[config.mk]
export PLATFORM = sky130hd
export DESIGN_NAME = timer_multi_flat
export DESIGN_NICKNAME = d
export VERILOG_FILES = /design/src/rtl/timer_multi_if.sv /design/src/rtl/timer_multi.sv /design/src/flat_wrapper.sv
export SDC_FILE = /design/constraint.sdc
export NUM_CORES = 1
export LEC_CHECK = 0
export ABC_AREA = 1
export ABC_CLOCK_PERIOD_IN_PS = 4400
export CORE_ASPECT_RATIO = 1.1
export CORE_MARGIN = 3
export CORE_UTILIZATION = 35
export DETAILED_ROUTE_END_ITERATION = 7
export PLACE_DENSITY = 0.62
export RECOVER_POWER = 50
export SYNTH_ARGS = -nofsm -noshare
export SYNTH_HDL_FRONTEND = slang
export SYNTH_SLANG_ARGS = --single-unit
[constraint.sdc]
create_clock -name clk -period 4.4 [get_ports clk]
set_clock_uncertainty 0.2 [all_clocks]
set_input_delay 0.88 -clock clk [delete_from_list [all_inputs] [get_ports clk]]
set_output_delay 0.88 -clock clk [all_outputs]
set_load 0.02 [all_outputs]
[src/rtl/timer_multi_if.sv]
// CPU-side register bus of the multi-channel timer: address, data in/out,
// read/write strobe, chip select and the shared interrupt line.
interface timer_multi_if #(
  parameter int CH_BITS = 1
);
  logic [2+CH_BITS:0] AD;
  logic [7:0]         DI;
  logic [7:0]         DO;
  logic               rw;
  logic               cs;
  logic               intr;

  modport master (output AD, DI, rw, cs, input DO, intr);
  modport slave  (input AD, DI, rw, cs, output DO, intr);
endinterface

[src/rtl/timer_multi.sv]
// Multi-channel down-counting timer: per-channel 8-bit prescaler, reload,
// one-shot/periodic mode and sticky interrupt flag, ORed onto one intr line.
module timer_multi #(
  parameter int CHANNELS = 2,
  parameter int WIDTH    = 16,
  parameter int CH_BITS  = 1
) (
  input  logic          clk,
  input  logic          rst,
  timer_multi_if.slave  bus
);
  localparam int AW = 3 + CH_BITS;

  logic [CHANNELS-1:0] r_en, r_mode, r_ie, r_if;
  logic [WIDTH-1:0]    r_reload [CHANNELS];
  logic [WIDTH-1:0]    r_count  [CHANNELS];
  logic [7:0]          r_stage  [CHANNELS];
  logic [7:0]          r_shadow [CHANNELS];
  logic [7:0]          r_presc  [CHANNELS];
  logic [7:0]          r_pc     [CHANNELS];

  logic [CH_BITS-1:0]  w_ch;
  logic [2:0]          w_off;
  logic                w_ch_ok, w_wr, w_rd;
  logic [CHANNELS-1:0] w_sel, w_ctrl_wr, w_load, w_pc_hit, w_tick, w_uflow;
  logic [15:0]         w_cnt16  [CHANNELS];
  logic [15:0]         w_rld16  [CHANNELS];
  logic [7:0]          w_do;

  function automatic logic [WIDTH-1:0] fit(input logic [15:0] v);
    return v[WIDTH-1:0];
  endfunction

  function automatic logic [15:0] widen(input logic [WIDTH-1:0] v);
    logic [15:0] r;
    r = 16'h0000;
    r[WIDTH-1:0] = v;
    return r;
  endfunction

  assign w_ch    = bus.AD[AW-1:3];
  assign w_off   = bus.AD[2:0];
  assign w_ch_ok = (int'(w_ch) < CHANNELS);
  assign w_wr    = bus.cs & ~bus.rw;
  assign w_rd    = bus.cs & bus.rw;

  // A CTRL write that clears EN, or a LOAD, swallows a coincident tick.
  always_comb begin
    for (int c = 0; c < CHANNELS; c++) begin
      w_sel[c]     = w_ch_ok && (int'(w_ch) == c);
      w_ctrl_wr[c] = w_wr && w_sel[c] && (w_off == 3'd0);
      w_load[c]    = w_ctrl_wr[c] && bus.DI[3];
      w_pc_hit[c]  = r_pc[c] == r_presc[c];
      w_tick[c]    = r_en[c] && w_pc_hit[c] && !(w_ctrl_wr[c] && !bus.DI[0]) && !w_load[c];
      w_uflow[c]   = w_tick[c] && (r_count[c] == '0);
      w_cnt16[c]   = widen(r_count[c]);
      w_rld16[c]   = widen(r_reload[c]);
    end
  end

  always_ff @(posedge clk or posedge rst) begin
    if (rst) begin
      r_en   <= '0;
      r_mode <= '0;
      r_ie   <= '0;
      r_if   <= '0;
      for (int c = 0; c < CHANNELS; c++) begin
        r_reload[c] <= '0;
        r_count[c]  <= '0;
        r_stage[c]  <= 8'h00;
        r_shadow[c] <= 8'h00;
        r_presc[c]  <= 8'h00;
        r_pc[c]     <= 8'h00;
      end
    end else begin
      for (int c = 0; c < CHANNELS; c++) begin
        if (w_load[c] || (w_ctrl_wr[c] && bus.DI[0] && !r_en[c])) begin
          r_pc[c] <= 8'h00;
        end else if (r_en[c]) begin
          r_pc[c] <= w_pc_hit[c] ? 8'h00 : r_pc[c] + 8'h01;
        end

        // Periodic reload samples RELOAD before any same-edge commit lands.
        if (w_load[c]) begin
          r_count[c] <= r_reload[c];
        end else if (w_tick[c]) begin
          if (r_count[c] != '0) begin
            r_count[c] <= r_count[c] - WIDTH'(1);
          end else if (r_mode[c]) begin
            r_count[c] <= r_reload[c];
          end
        end

        if (w_ctrl_wr[c]) begin
          r_en[c]   <= bus.DI[0];
          r_mode[c] <= bus.DI[1];
          r_ie[c]   <= bus.DI[2];
        end else if (w_uflow[c] && !r_mode[c]) begin
          r_en[c] <= 1'b0;
        end

        if (w_uflow[c]) begin
          r_if[c] <= 1'b1;
        end else if (w_wr && w_sel[c] && (w_off == 3'd1) && bus.DI[0]) begin
          r_if[c] <= 1'b0;
        end

        if (w_wr && w_sel[c]) begin
          case (w_off)
            3'd2:    r_stage[c]  <= bus.DI;
            3'd3:    r_reload[c] <= fit({bus.DI, r_stage[c]});
            3'd6:    r_presc[c]  <= bus.DI;
            default: ;
          endcase
        end

        if (w_rd && w_sel[c] && (w_off == 3'd4)) begin
          r_shadow[c] <= w_cnt16[c][15:8];
        end
      end
    end
  end

  // Read mux, gated by chip select and a valid channel.
  always_comb begin
    w_do = 8'h00;
    for (int c = 0; c < CHANNELS; c++) begin
      if (bus.cs && w_sel[c]) begin
        case (w_off)
          3'd0:    w_do = {5'b00000, r_ie[c], r_mode[c], r_en[c]};
          3'd1:    w_do = {6'b000000, r_en[c], r_if[c]};
          3'd2:    w_do = w_rld16[c][7:0];
          3'd3:    w_do = w_rld16[c][15:8];
          3'd4:    w_do = w_cnt16[c][7:0];
          3'd5:    w_do = r_shadow[c];
          3'd6:    w_do = r_presc[c];
          default: w_do = 8'h00;
        endcase
      end else begin
        w_do = w_do;
      end
    end
  end

  assign bus.DO   = w_do;
  assign bus.intr = |(r_if & r_ie);
endmodule

[src/flat_wrapper.sv]
// flat-port wrapper written by rule: the top's interface ports become plain ports
module timer_multi_flat 
#(
  parameter int CHANNELS = 2,
  parameter int WIDTH    = 16,
  parameter int CH_BITS  = 1
)
  (clk, rst, bus_AD, bus_DI, bus_rw, bus_cs, bus_DO, bus_intr);
  timer_multi_if #(.CH_BITS(CH_BITS)) bus_i ();
  input  logic clk;
  input  logic rst;
  input wire logic [$bits(bus_i.AD)-1:0] bus_AD;
  input wire logic [$bits(bus_i.DI)-1:0] bus_DI;
  input wire logic [$bits(bus_i.rw)-1:0] bus_rw;
  input wire logic [$bits(bus_i.cs)-1:0] bus_cs;
  output wire logic [$bits(bus_i.DO)-1:0] bus_DO;
  output wire logic [$bits(bus_i.intr)-1:0] bus_intr;
  assign bus_i.AD = bus_AD;
  assign bus_i.DI = bus_DI;
  assign bus_i.rw = bus_rw;
  assign bus_i.cs = bus_cs;
  assign bus_DO = bus_i.DO;
  assign bus_intr = bus_i.intr;
  timer_multi #(.CHANNELS(CHANNELS), .WIDTH(WIDTH), .CH_BITS(CH_BITS)) u_core (.clk(clk), .rst(rst), .bus(bus_i));
endmodule
Word-level counts from Yosys, hierarchy flattened
Index checks and enable logic that the tools add are counted.
{"block": "totals", "regBits": 136, "input_bits": 16, "output_inout_bits": 9, "wordCells": 130}
{"block": "op_classes", "n_addsub": 4, "n_eq_ne": 8, "mux": 26, "bitwise": 5, "reduce_logical": 67}
{"cell": "$mux 16", "n": 8}
{"cell": "$pmux 8 s7", "n": 2}
{"cell": "$mux 8", "n": 8}
{"cell": "$logic_and 1x1->1", "n": 32}
{"cell": "$logic_not 16->1", "n": 2}
{"cell": "$reduce_bool 16->1", "n": 2}
{"cell": "$sub 16x1->16 const B", "n": 2}
{"cell": "$add 8x1->8 const B", "n": 2}
{"cell": "$eq 8x8->1", "n": 2}
{"cell": "$reduce_and 2->1", "n": 8}
{"cell": "$reduce_bool 2->1", "n": 8}
{"cell": "$eq 3x3->1 const B", "n": 3}
{"cell": "$logic_not 1->1", "n": 9}
{"cell": "$mux 1", "n": 8}
{"cell": "$eq 3x2->1 const B", "n": 2}
{"cell": "$reduce_bool 3->1", "n": 2}
{"cell": "$eq 3x1->1 const B", "n": 1}
{"cell": "$logic_not 3->1", "n": 1}
{"cell": "$and 1x1->1", "n": 2}
{"cell": "$and 2x2->2", "n": 1}
{"cell": "$logic_or 1x1->1", "n": 2}
{"cell": "$not 1->1", "n": 2}
{"cell": "$reduce_or 2->1", "n": 1}

Depth between registers and ports, before layout
{"block": "depth", "ltp_word": 12, "depth_mapped": 13, "depth_no_buf": 12}

Worst setup path after synthesis
OpenSTA, ideal clock, no wires.
{"block": "synth_path", "kind": "input to output", "startpoint": "input port bus_AD[1]", "endpoint": "output port bus_DO[2]", "t_arrival_ns": 2.030, "t_required_ns": 3.320, "setup_slack_ns": 1.290, "stages": 6, "path_buffers": 1, "cell_sequence": "nor2_2 > nand2_1 > clkbuf_1 > o22ai_1 > nor3_1 > o21ai_0"}
{"block": "synth_via", "elab_chain_cells": 4, "elab_cells_between_ends": 11, "cone_classes": "6 x eq/ne; 4 x mux; 1 x reduce/logical"}
{"item": "start, declared", "line_no": "flat_wrapper.sv:12", "source": "input wire logic [$bits(bus_i.AD)-1:0] bus_AD;"}
{"item": "$eq 3x3->1 (tied with other cells)", "line_no": "timer_multi.sv:129", "source": "case (w_off)"}
{"item": "$pmux 8 s7", "line_no": "timer_multi.sv:129"}
{"item": "$mux 8", "line_no": "timer_multi.sv:128", "source": "if (bus.cs && w_sel[c]) begin"}
{"item": "$mux 8 (*)", "line_no": "timer_multi.sv:128"}
{"item": "end, declared", "line_no": "flat_wrapper.sv:16", "source": "output wire logic [$bits(bus_i.DO)-1:0] bus_DO;"}
Every way passes the cells marked *; elsewhere a longest branch is shown, timed or not.

Worst setup path after layout
{"block": "layout_path", "startpoint": "input port bus_AD[0]", "endpoint": "output port bus_DO[0]"}
Same word-level chain as after synthesis.

==> results.yml <==
status:
  outcome: "finished, violations left"
  violations: "capacitance limit, slew limit"
sta:
  holdWs_ns: 0.283
  post-route-period-util_pct: 96.9
  max_slew_margin_pct: -28.4
  finalSetupTns_ns: 0
  setup_viol: 0
  final_max_slew_viol_count: 79
  grt_setup_unrepaired: "no"
  maxClockFrequency_mhz: 235
  worstMarginPinSlew_ns: 1.92
  timing.final.hold_violations: 0
  min_period_ns: 4.26
  layout_setup_ws_ns: 0.138
placed_design:
  hpwl_um: 16700
  io_buffers: 24
  pre_cts_ws_ns: 0.108
  gp_congestion: 0.956
global_routing:
  antenna_found_initial: 0
  grt_start_max_net_pins: 43
  grt-ovfl-total: 0
  grt_pass1_vias: 6731
  grt_pass1_wl_um: 36000
  grt_usage_pct: 19.1
detailed_routing:
  firstDrtPassIters: 5
  vias: 7030
  antenna_left: 0
  via_per_inst: 5.02
  drc: 0
  wirelength_um: 22500
  drt-initial-drc-count: 510
  wire_per_inst_um: 16.1
finish:
  nets: 1119
  diodes: 0
  syn2layout_area_growth_pct: 14.4
  final_util_pct: 41.2
  n_fill_cell: 2273
  drive_gt1_share_pct: 7.30
worst_setup_path:
  worst-path-buf-inv: 4
  criticalPathCategory: "primary input to output port"
  rr_worst_depth: 9
  r2r_slack_ns: 1.97
  cp.required_ns: 3.32
  worst_ep_arrival_time_ns: 3.18
  end_kind: "output port"
  cp_cell_sequence: "clkdlybuf4s50_1 -> nor2_2 -> nand2_1 -> buf_4 -> o21ai_0 -> nor3_1 -> o21ai_0 -> buf_4 -> clkdlybuf4s50_1"
  crit_family: "buffers and inverters"
  cp_slowest_cell: "clkdlybuf4s50_1"
  slowest_delay_ns: 0.60
  critPathMaxFanout: 14
  r2r_end: "u_core.r_count[13]$_DFFE_PP0P_"
  start_kind: "primary input"
  reg2reg_from: "u_core.r_count[5]$_DFFE_PP0P_"
power:
  p_seq_share_pct: 39.5
  p_clk_share_pct: 29.8
  pwr-share-comb_pct: 30.7
  peakVddDrop_v: 0.000203
  power_switching_w: 0.00182
  powerDensity_nw_per_um2: 531
  switching_share_pct: 38.7
  internal_power_w: 0.00289
  p_leak_nw: 4.39
yosys:
  syn-num-nets: 1087
  postSynthCellCount: 1065
  netlist-cell-type-count: 39
  syn_avg_cell_area_um2: 7.27
  yosys_warnings: 0
  ys_seq_elements: 136
  seq_area_frac_synth_pct: 44.0
  netlist_area_um2: 7740
clock_tree:
  clock-root-buffer: "clkbuf_16"
  clkLatencyLatePin_ns: 0.43
  cts_buffers: 17
  path_clk_slew_ns: 0.06
  cts_setup_buffers: 0
  cts_tree: "done"
  cts_max_path_buffers: 2
  htreeDepth: 4
  clock_sinks: 136
floorplanning:
  die_x_um: 148
  coreArea_um2: 21500
  die_area_um2: 23900
  start_util_pct: 36.0
  io_pins: 25
  die_height_um: 162
  num_rows: 56
worst_hold_path:
  hold_end: "u_core.r_stage[2]$_DFFE_PP0P_"
  worstHoldStart: "u_core.r_stage[2]$_DFFE_PP0P_"
  hp-class: "register to register"
  min_path_cells: 2
job:
  maxCapViolCount: 2
==> synth_stat cells (all sizes together) <==
library cell	n	area [um^2]
xnor2	2	17.5
and2	1	6.26
nor3	9	50.1
nor2	95	402
ha	6	75.1
buf	15	110
o2111ai	1	8.76
o22ai	19	119
clkbuf	13	48.8
or2	5	31.3
nand2	329	1280
xor2	18	158
nand4	8	50.1
nand3b	2	15.0
a21oi	17	88.8
nand3	86	453
clkinv	2	7.51
mux2	10	113
dfrtp	136	3400
inv	156	586
o21ai	124	624
o221ai	9	78.8
o211ai	2	15.0
==> worst min-delay path: stages, from the launching register on <==
cell	delay [ns]
dfrtp_1	0.34
nand2_1	0.05
o21ai_0	0.06
==> state kept, by name, indices dropped and copies added, names as in the netlist <==
| register | count |
|---|---|
| u_core.r_count | 32 |
| u_core.r_reload | 32 |
| u_core.r_pc | 16 |
| u_core.r_presc | 16 |
| u_core.r_shadow | 16 |
| u_core.r_stage | 16 |
| u_core.r_en | 2 |
| u_core.r_ie | 2 |
| u_core.r_if | 2 |
| u_core.r_mode | 2 |
==> layout make-up <==
class | count | area [um^2] | area share, %
Clock buffer | 18 | 439 | 4.96
Multi-Input combinational cell | 743 | 3560 | 40.2
Clock inverter | 14 | 139 | 1.57
Timing Repair Buffer | 41 | 358 | 4.04
Tap cell | 290 | 363 | 4.10
Sequential cell | 136 | 3400 | 38.4
Inverter | 158 | 598 | 6.75
==> how the worst max path moves through the flow <==
stage               from        end  slack, ns  cells after the start
2_1_floorplan  bus_AD[1]  bus_DO[2]       1.29                      6
3_3_place_gp   bus_AD[2]  bus_DO[0]       0.13                     10
6_report       bus_AD[0]  bus_DO[0]       0.14                      9
3_5_place_dp   bus_AD[2]  bus_DO[0]       0.11                     10
4_1_cts        bus_AD[2]  bus_DO[0]       0.09                     10
5_1_grt        bus_AD[0]  bus_DO[0]       0.01                      9
==> cells in the final DEF, fill, tap and decap left out, types with 12 or more instances in the layout <==
cell,instances
buf_4,12
nand3_1,82
clkbuf_16,17
o22ai_1,19
a21oi_1,16
inv_1,151
dfrtp_1,136
xor2_1,18
nor2_1,92
nand2_1,320
o21ai_0,116
clkdlybuf4s50_1,23
==> power by group through the flow <==
| stage | clock (W) | combinational (W) | sequential, W |
|---|---|---|---|
| floorplan | 0 | 0.00111 | 0.00177 |
| global placement | 0 | 0.00142 | 0.00187 |
| detailed placement | 0 | 0.00144 | 0.00187 |
| CTS | 0.00143 | 0.00145 | 0.00185 |
| global route | 0.00148 | 0.00166 | 0.00190 |
| finish | 0.00140 | 0.00145 | 0.00186 |
==> timing repair <==
action                                  4_1_cts  5_1_grt
endpoints found under the setup margin        0        7
gates resized for setup                       0        3
hold buffers                                  0        0
==> stage by stage <==
stage               total power, W  cell area (um^2)  std cells
floorplan                  0.00288              7750       1065
global placement           0.00329              8330       1368
detailed placement         0.00331              8330       1368
CTS                        0.00473              8910       1400
global route               0.00504              8860       1400
finish                     0.00471              8860       1400
==> kinds of logic (layout without fill, tap and decap cells) <==
family	count (synthesis)	count (layout)	share of synthesized area [%]
AO/OA/AOI/OAI	172	172	12.1
multiplexers	10	10	1.45
flip-flops	136	136	44.0
AND/OR/NAND/NOR	535	535	29.6
buffers and inverters	186	231	9.71
XOR/XNOR	20	20	2.26
adder cells (fa/ha/maj)	6	6	0.970
==> layer usage <==
metal	vias up	track usage, %	wire length (um)
met5	-	0	0
met4	0	8.61	897
met3	53	3.93	1250
met2	222	30.5	10200
met1	3303	25.1	10100
li1	3452	-	-
Power figures use the tool's default switching activity.
